**config.mk**
```make
export PLATFORM = sky130hd
export DESIGN_NAME = ftch_stage
export DESIGN_NICKNAME = d
export VERILOG_FILES = /design/src/rtl/ftch_pkg.sv /design/src/rtl/mem_ftch_pkg.sv /design/src/rtl/ftch_fifo.sv /design/src/rtl/ftch_stage.sv
export SDC_FILE = /design/constraint.sdc
export NUM_CORES = 1
export LEC_CHECK = 0
export CORE_ASPECT_RATIO = 1.75
export CORE_MARGIN = 2
export CORE_UTILIZATION = 50
export CTS_CLUSTER_DIAMETER = 50
export DETAILED_ROUTE_END_ITERATION = 16
export GPL_ROUTABILITY_DRIVEN = 0
export GPL_TIMING_DRIVEN = 1
export PLACE_DENSITY = 0.77
export SYNTH_ARGS = -nofsm -noshare
export SYNTH_HDL_FRONTEND = slang
export SYNTH_SLANG_ARGS = --single-unit
```
**constraint.sdc**
```tcl
create_clock -name clk -period 13 [get_ports clk]
set_input_delay 2.6 -clock clk [delete_from_list [all_inputs] [get_ports clk]]
set_output_delay 2.6 -clock clk [all_outputs]
set_load 0.05 [all_outputs]
```
**src/rtl/ftch_pkg.sv**
```systemverilog
// Shared types and constants for the instruction-fetch stage.
package ftch_pkg;

    localparam int unsigned INSTR_W       = 32;
    localparam logic [31:0] RESET_PC_DFLT = 32'hBFC0_0000;

    typedef enum logic {
        WAKE = 1'b0,
        RUN  = 1'b1
    } ftch_state_e;

    typedef struct packed {
        logic [INSTR_W-1:0] instr;
        logic [31:0]        pc;
    } ftch_dcd_pkt_t;

endpackage

```
**src/rtl/mem_ftch_pkg.sv**
```systemverilog
// Memory-stage to fetch-stage redirect packet (taken branch, jump, exception).
package mem_ftch_pkg;

    localparam int unsigned MEM_FTCH_ADDR_W = 32;

    typedef struct packed {
        logic                       vld;
        logic [MEM_FTCH_ADDR_W-1:0] tgt_pc;
    } mem_ftch_pkt_t;

endpackage

```
**src/rtl/ftch_fifo.sv**
```systemverilog
// Synchronous FIFO with single-cycle flush; DEPTH must be a power of two.
module ftch_fifo #(
    parameter  int unsigned WIDTH = 32,
    parameter  int unsigned DEPTH = 2,
    localparam int unsigned PTR_W = (DEPTH > 1) ? $clog2(DEPTH) : 1,
    localparam int unsigned CNT_W = $clog2(DEPTH) + 1
) (
    input  logic             clk,
    input  logic             resetn,
    input  logic             flush_i,
    input  logic             push_i,
    input  logic [WIDTH-1:0] wdata_i,
    input  logic             pop_i,
    output logic [WIDTH-1:0] rdata_o,
    output logic [CNT_W-1:0] count_o
);

    logic [WIDTH-1:0] mem_q [DEPTH];
    logic [PTR_W-1:0] wr_ptr_q, wr_ptr_d;
    logic [PTR_W-1:0] rd_ptr_q, rd_ptr_d;
    logic [CNT_W-1:0] cnt_q, cnt_d;

    // NOTE: every signal gets a default before any branch, so no latch is inferred.
    always_comb begin
        wr_ptr_d = wr_ptr_q;
        rd_ptr_d = rd_ptr_q;
        cnt_d    = cnt_q;
        if (flush_i) begin
            wr_ptr_d = '0;
            rd_ptr_d = '0;
            cnt_d    = '0;
        end else begin
            if (push_i) wr_ptr_d = wr_ptr_q + PTR_W'(1);
            if (pop_i)  rd_ptr_d = rd_ptr_q + PTR_W'(1);
            cnt_d = cnt_q + CNT_W'(push_i) - CNT_W'(pop_i);
        end
    end

    // NOTE: state registers use non-blocking assignment so all flops update together.
    always_ff @(posedge clk) begin
        if (!resetn) begin
            wr_ptr_q <= '0;
            rd_ptr_q <= '0;
            cnt_q    <= '0;
        end else begin
            wr_ptr_q <= wr_ptr_d;
            rd_ptr_q <= rd_ptr_d;
            cnt_q    <= cnt_d;
        end
    end

    // NOTE: storage is not reset; the count alone decides which entries are meaningful.
    always_ff @(posedge clk) begin
        if (push_i && !flush_i) mem_q[wr_ptr_q] <= wdata_i;
    end

    assign rdata_o = mem_q[rd_ptr_q];
    assign count_o = cnt_q;

endmodule

```
**src/rtl/ftch_stage.sv**
```systemverilog
// MIPS instruction-fetch stage: PC, credit-limited imem requests, in-order fetch queue.
// Optional FTCH_PERF_CNT_EN adds redirect and decode-stall counters.
module ftch_stage
    import mem_ftch_pkg::*;
    import ftch_pkg::*;
#(
    parameter int unsigned       ADDR_W   = 32,
    parameter logic [ADDR_W-1:0] RESET_PC = RESET_PC_DFLT[ADDR_W-1:0],
    parameter int unsigned       FQ_DEPTH = 2
) (
    input  logic               clk,
    input  logic               resetn,
    input  mem_ftch_pkt_t      mem_ftch_pkt,
    output logic               imem_req_vld,
    output logic [ADDR_W-1:0]  imem_req_addr,
    input  logic               imem_req_rdy,
    input  logic               imem_rsp_vld,
    input  logic [INSTR_W-1:0] imem_rsp_data,
    output logic               ftch_dcd_vld,
    output logic [INSTR_W-1:0] ftch_dcd_instr,
    output logic [ADDR_W-1:0]  ftch_dcd_pc,
    input  logic               ftch_dcd_rdy
`ifdef FTCH_PERF_CNT_EN
    ,
    output logic [31:0]        ftch_redirect_cnt,
    output logic [31:0]        ftch_stall_cnt
`endif
);

    localparam int unsigned CNT_W = $clog2(FQ_DEPTH) + 1;
    localparam int unsigned QW    = ADDR_W + INSTR_W;

    ftch_state_e       state_q, state_d;
    logic [ADDR_W-1:0] pc_q, pc_d;
    logic [CNT_W-1:0]  drop_q, drop_d;

    logic              redirect;
    logic              req_acc;
    logic              rsp_keep;
    logic              dcd_pop;
    logic [CNT_W-1:0]  fq_cnt;
    logic [CNT_W-1:0]  outst_cnt;
    logic [CNT_W-1:0]  outst_nxt;
    logic [CNT_W:0]    credit_used;
    logic [ADDR_W-1:0] shadow_pc;
    logic [QW-1:0]     fq_head;

    assign redirect = mem_ftch_pkt.vld;

    // The shadow FIFO holds one PC per accepted request and is never flushed,
    // so its occupancy is exactly the number of outstanding requests.
    ftch_fifo #(.WIDTH(ADDR_W), .DEPTH(FQ_DEPTH)) u_pc_shadow (
        .clk     (clk),
        .resetn  (resetn),
        .flush_i (1'b0),
        .push_i  (req_acc),
        .wdata_i (pc_q),
        .pop_i   (imem_rsp_vld),
        .rdata_o (shadow_pc),
        .count_o (outst_cnt)
    );

    ftch_fifo #(.WIDTH(QW), .DEPTH(FQ_DEPTH)) u_instr_q (
        .clk     (clk),
        .resetn  (resetn),
        .flush_i (redirect),
        .push_i  (rsp_keep),
        .wdata_i ({shadow_pc, imem_rsp_data}),
        .pop_i   (dcd_pop),
        .rdata_o (fq_head),
        .count_o (fq_cnt)
    );

    always_comb begin
        state_d        = state_q;
        pc_d           = pc_q;
        drop_d         = drop_q;
        imem_req_vld   = 1'b0;
        imem_req_addr  = '0;
        ftch_dcd_vld   = 1'b0;
        ftch_dcd_instr = '0;
        ftch_dcd_pc    = '0;

        if (state_q == WAKE) state_d = RUN;

        // Queue entries plus requests in flight may never exceed the queue depth.
        credit_used = {1'b0, fq_cnt} + {1'b0, outst_cnt};
        if (state_q == RUN && !redirect && credit_used < (CNT_W+1)'(FQ_DEPTH)) begin
            imem_req_vld  = 1'b1;
            imem_req_addr = pc_q;
        end
        req_acc = imem_req_vld && imem_req_rdy;

        if (state_q == RUN && !redirect && fq_cnt != '0) begin
            ftch_dcd_vld   = 1'b1;
            ftch_dcd_instr = fq_head[INSTR_W-1:0];
            ftch_dcd_pc    = fq_head[QW-1:INSTR_W];
        end
        dcd_pop = ftch_dcd_vld && ftch_dcd_rdy;

        rsp_keep  = imem_rsp_vld && (drop_q == '0) && !redirect;
        outst_nxt = outst_cnt + CNT_W'(req_acc) - CNT_W'(imem_rsp_vld);

        if (redirect) begin
            drop_d = outst_nxt;
            pc_d   = mem_ftch_pkt.tgt_pc[ADDR_W-1:0] & ~ADDR_W'(3);
        end else begin
            if (imem_rsp_vld && drop_q != '0) drop_d = drop_q - CNT_W'(1);
            if (req_acc) pc_d = pc_q + ADDR_W'(4);
        end
    end

    always_ff @(posedge clk) begin
        if (!resetn) begin
            state_q <= WAKE;
            pc_q    <= RESET_PC;
            drop_q  <= '0;
        end else begin
            state_q <= state_d;
            pc_q    <= pc_d;
            drop_q  <= drop_d;
        end
    end

`ifdef FTCH_PERF_CNT_EN
    logic [31:0] redirect_cnt_q, redirect_cnt_d;
    logic [31:0] stall_cnt_q, stall_cnt_d;

    always_comb begin
        redirect_cnt_d = redirect_cnt_q;
        stall_cnt_d    = stall_cnt_q;
        if (redirect) redirect_cnt_d = redirect_cnt_q + 32'd1;
        if (ftch_dcd_vld && !ftch_dcd_rdy) stall_cnt_d = stall_cnt_q + 32'd1;
    end

    always_ff @(posedge clk) begin
        if (!resetn) begin
            redirect_cnt_q <= '0;
            stall_cnt_q    <= '0;
        end else begin
            redirect_cnt_q <= redirect_cnt_d;
            stall_cnt_q    <= stall_cnt_d;
        end
    end

    assign ftch_redirect_cnt = redirect_cnt_q;
    assign ftch_stall_cnt    = stall_cnt_q;
`endif

endmodule

```
==> metrics.txt <==
outcome completed; crit path kind in2out; CTS tree built; Lkg Pwr between 3 and 4 nW; final setup fails 0; slowest library cell on the worst path clkdlybuf4s50_1; CTS Root Cell clkbuf_16; endpoints failing hold 0; Max-cap violations 0; Min Hold Slack around 0.52 ns; DP Worst Slack 5.275 ns; Yosys top cell area share 59.06%; Tcrit/Tclk final around three fifths; DR pass1 iterations 5; Tmin final between 7 and 8 ns; Critical Path End Type primary output; Max Root-Sink Buffers 3; Max VDD drop 0.0001205 V; Ant. Diodes 0; vias in the first global route around 6000; share of cells above drive strength 1 9.857%; Detailed Place HPWL 12200 µm; CP required approximately 10 ns; #FFs+latches synth around 230; top cells by area, synth edfxtp_1 59%, dfxtp_1 9.2%, mux2i_1 6.7%, mux2_2 3.7%, nor2_1 3.1%; initial core utilization approximately half; crit path cell chain clkdlybuf4s50_1, buf_4, nor2b_1, o21ai_4, buf_4, nor2_1, clkdlybuf4s50_1; Mapped Area about 9400 µm²; Iter 0 DRT Violations approximately 210; Sink Count between 200 and 250; gr usage total 18.45%; Final Power between 1.5 and 2 mW; die area slightly below 20000 µm²; Arr. time, crit path around 5.1 ns; residual DRC count 0; largest net degree at the start of global routing 63; Seq/Total Area, Yosys 68.26%; hold buffers post-CTS 0; H-tree depth 1; chip width approximately 110 µm; first-pass GRT wire length about 29000 µm; drt via density 5.306; CP Launch Type primary input; final setup TNS 0 ns; RSZ-0062 raised after global routing false; total core area roughly 18000 µm²; total CTS buffers 20; WL per Instance approximately 17 µm; chip height 185.0 µm; Achievable Freq 130.0 MHz; Slew @ Worst Pin 1.078 ns; Row Count 66; Avg Inst Size Synth about 14 µm²; HP Class reg2reg; Worst slew margin approximately 28%; GRT overflow 0; Synth Instances 671; CTS resizes 0; clk slew on worst S/H paths approximately 0.070 ns; Ys Warns 0; post-route ant nets 0; Area growth syn-to-layout 27.54%; CP max FO 62; initial antenna violation count 0; setup bufs post-CTS 0; Worst Skew roughly 0.018 ns; Yosys cell types 48; CP max stage delay roughly 0.75 ns; Power Density ~140 nW/µm²; fin nets 904; # IOs around 170; area leader, netlist edfxtp_1; Vias approximately 5700; Slew Limit Fails 0; clk_lat worst skew 0.49 ns; I/O Buffers around 160; Routed WL about 18000 µm; post-route worst setup slack around 5.3 ns
metal layers:
layer  wire length [µm]  vias to the layer above  track usage (%)
met2              10110                      206            35.29
li1                   -                     2744                -
met1               6623                     2733            19.22
met5                  0                        -                0
met4                738                        0            9.077
met3                971                       47            2.780
final cells by class:
type	count	area (µm²)
timing repair buffer	170	1679
clock inverter	12	185.2
clock buffer	24	546.8
tap	238	297.8
fill	1385	6566
multi-input combinational	398	2791
inverter	11	41.29
sequential	227	6390
final timing paths:
kind | from | endpoint | slack, ns | depth (start not counted)
max | mem_ftch_pkt[32] | ftch_dcd_pc[12] | 5.31 | 7
min | pc_q[30]$_SDFFE_PN0P_ | u_pc_shadow.mem_q[1][30]$_DFFE_PP_ | 0.52 | 0
max reg2reg | u_instr_q.count_o[0]$_SDFF_PP0_ | pc_q[31]$_SDFFE_PN1P_ | 10.07 | 8
min reg2reg | pc_q[30]$_SDFFE_PN0P_ | u_pc_shadow.mem_q[1][30]$_DFFE_PP_ | 0.52 | 0
layout by cell type, fill, tap and decap left out, types with 2 or more instances in the layout:
master,count
mux2_2,31
conb_1,4
a21oi_1,13
bufinv_16,5
clkbuf_1,2
and3_1,4
dfxtp_1,42
xor2_1,14
nor2_1,75
nand3_1,8
nand2b_1,3
edfxtp_1,184
buf_4,9
nor3_1,10
and4_1,6
xnor2_1,17
clkbuf_16,21
and2_1,44
o311a_1,2
nand4_1,11
inv_1,11
nor4_1,3
or3_1,2
o211a_1,4
ha_1,5
nand2_1,28
mux2i_1,63
clkdlybuf4s50_1,161
o21ai_0,25
nor2b_1,4
clkinv_1,2
clkinv_2,4
cell usage after synthesis, drive strengths merged:
library cell	count
xnor2	17
nand2	28
o21ai	26
nor4b	1
clkbuf	29
o211a	4
o31ai	1
nor2	77
and4	6
nand2b	3
a211o	1
conb	1
xor2	14
and2	45
inv	11
nor3b	1
mux2	31
ha	5
fa	1
nor3	10
or2	2
o31a	1
o311a	2
nor2b	4
mux2i	63
a311oi	1
edfxtp	184
and4bb	1
nor4	4
a211oi	1
nand3	9
nand4	13
a21boi	1
o211ai	1
and3	4
or3	2
dfxtp	43
a32oi	1
buf	9
a21oi	13
flip-flops by register name, indices dropped and copies added, names as in the netlist, 2 cells and up, named ones only:
signal               count
u_pc_shadow.mem_q       60
u_instr_q.mem_q        124
u_pc_shadow.count_o      2
u_instr_q.count_o        2
pc_q                    30
drop_q                   2
through the flow:
step	cells	util, %	cell area, µm²
after floorplan	674	-	9366
after global placement	1044	60.55	11200
after detailed placement	1044	60.55	11200
after CTS	1080	64.50	11930
after global routing	1080	64.50	11930
final	1080	64.50	11930
power by group:
group / total [mW] / internal (mW) / leakage (nW) / switching [mW]
combinational: 0.137 / 0.0601 / 1.57 / 0.0774
clock: 0.644 / 0.400 / 0.358 / 0.244
sequential: 0.834 / 0.816 / 2.03 / 0.0178
critical path: cells and delay by family:
family                 cells  cell delay, ns
AO/OA/AOI/OAI              1            0.09
AND/OR/NAND/NOR            2            0.27
buffers and inverters      4            2.11
logic make-up after synthesis:
logic type      after synthesis  synth area share [%]
simple gates                210                 11.76
fa+ha+maj                     6                0.8827
other cells                   1               0.04008
mux                          94                 10.47
flops                       227                 68.26
buf+inv                      49                 2.260
xor+xnor                     31                 2.902
compound gates               53                 3.424
Power figures use the tool's default switching activity.
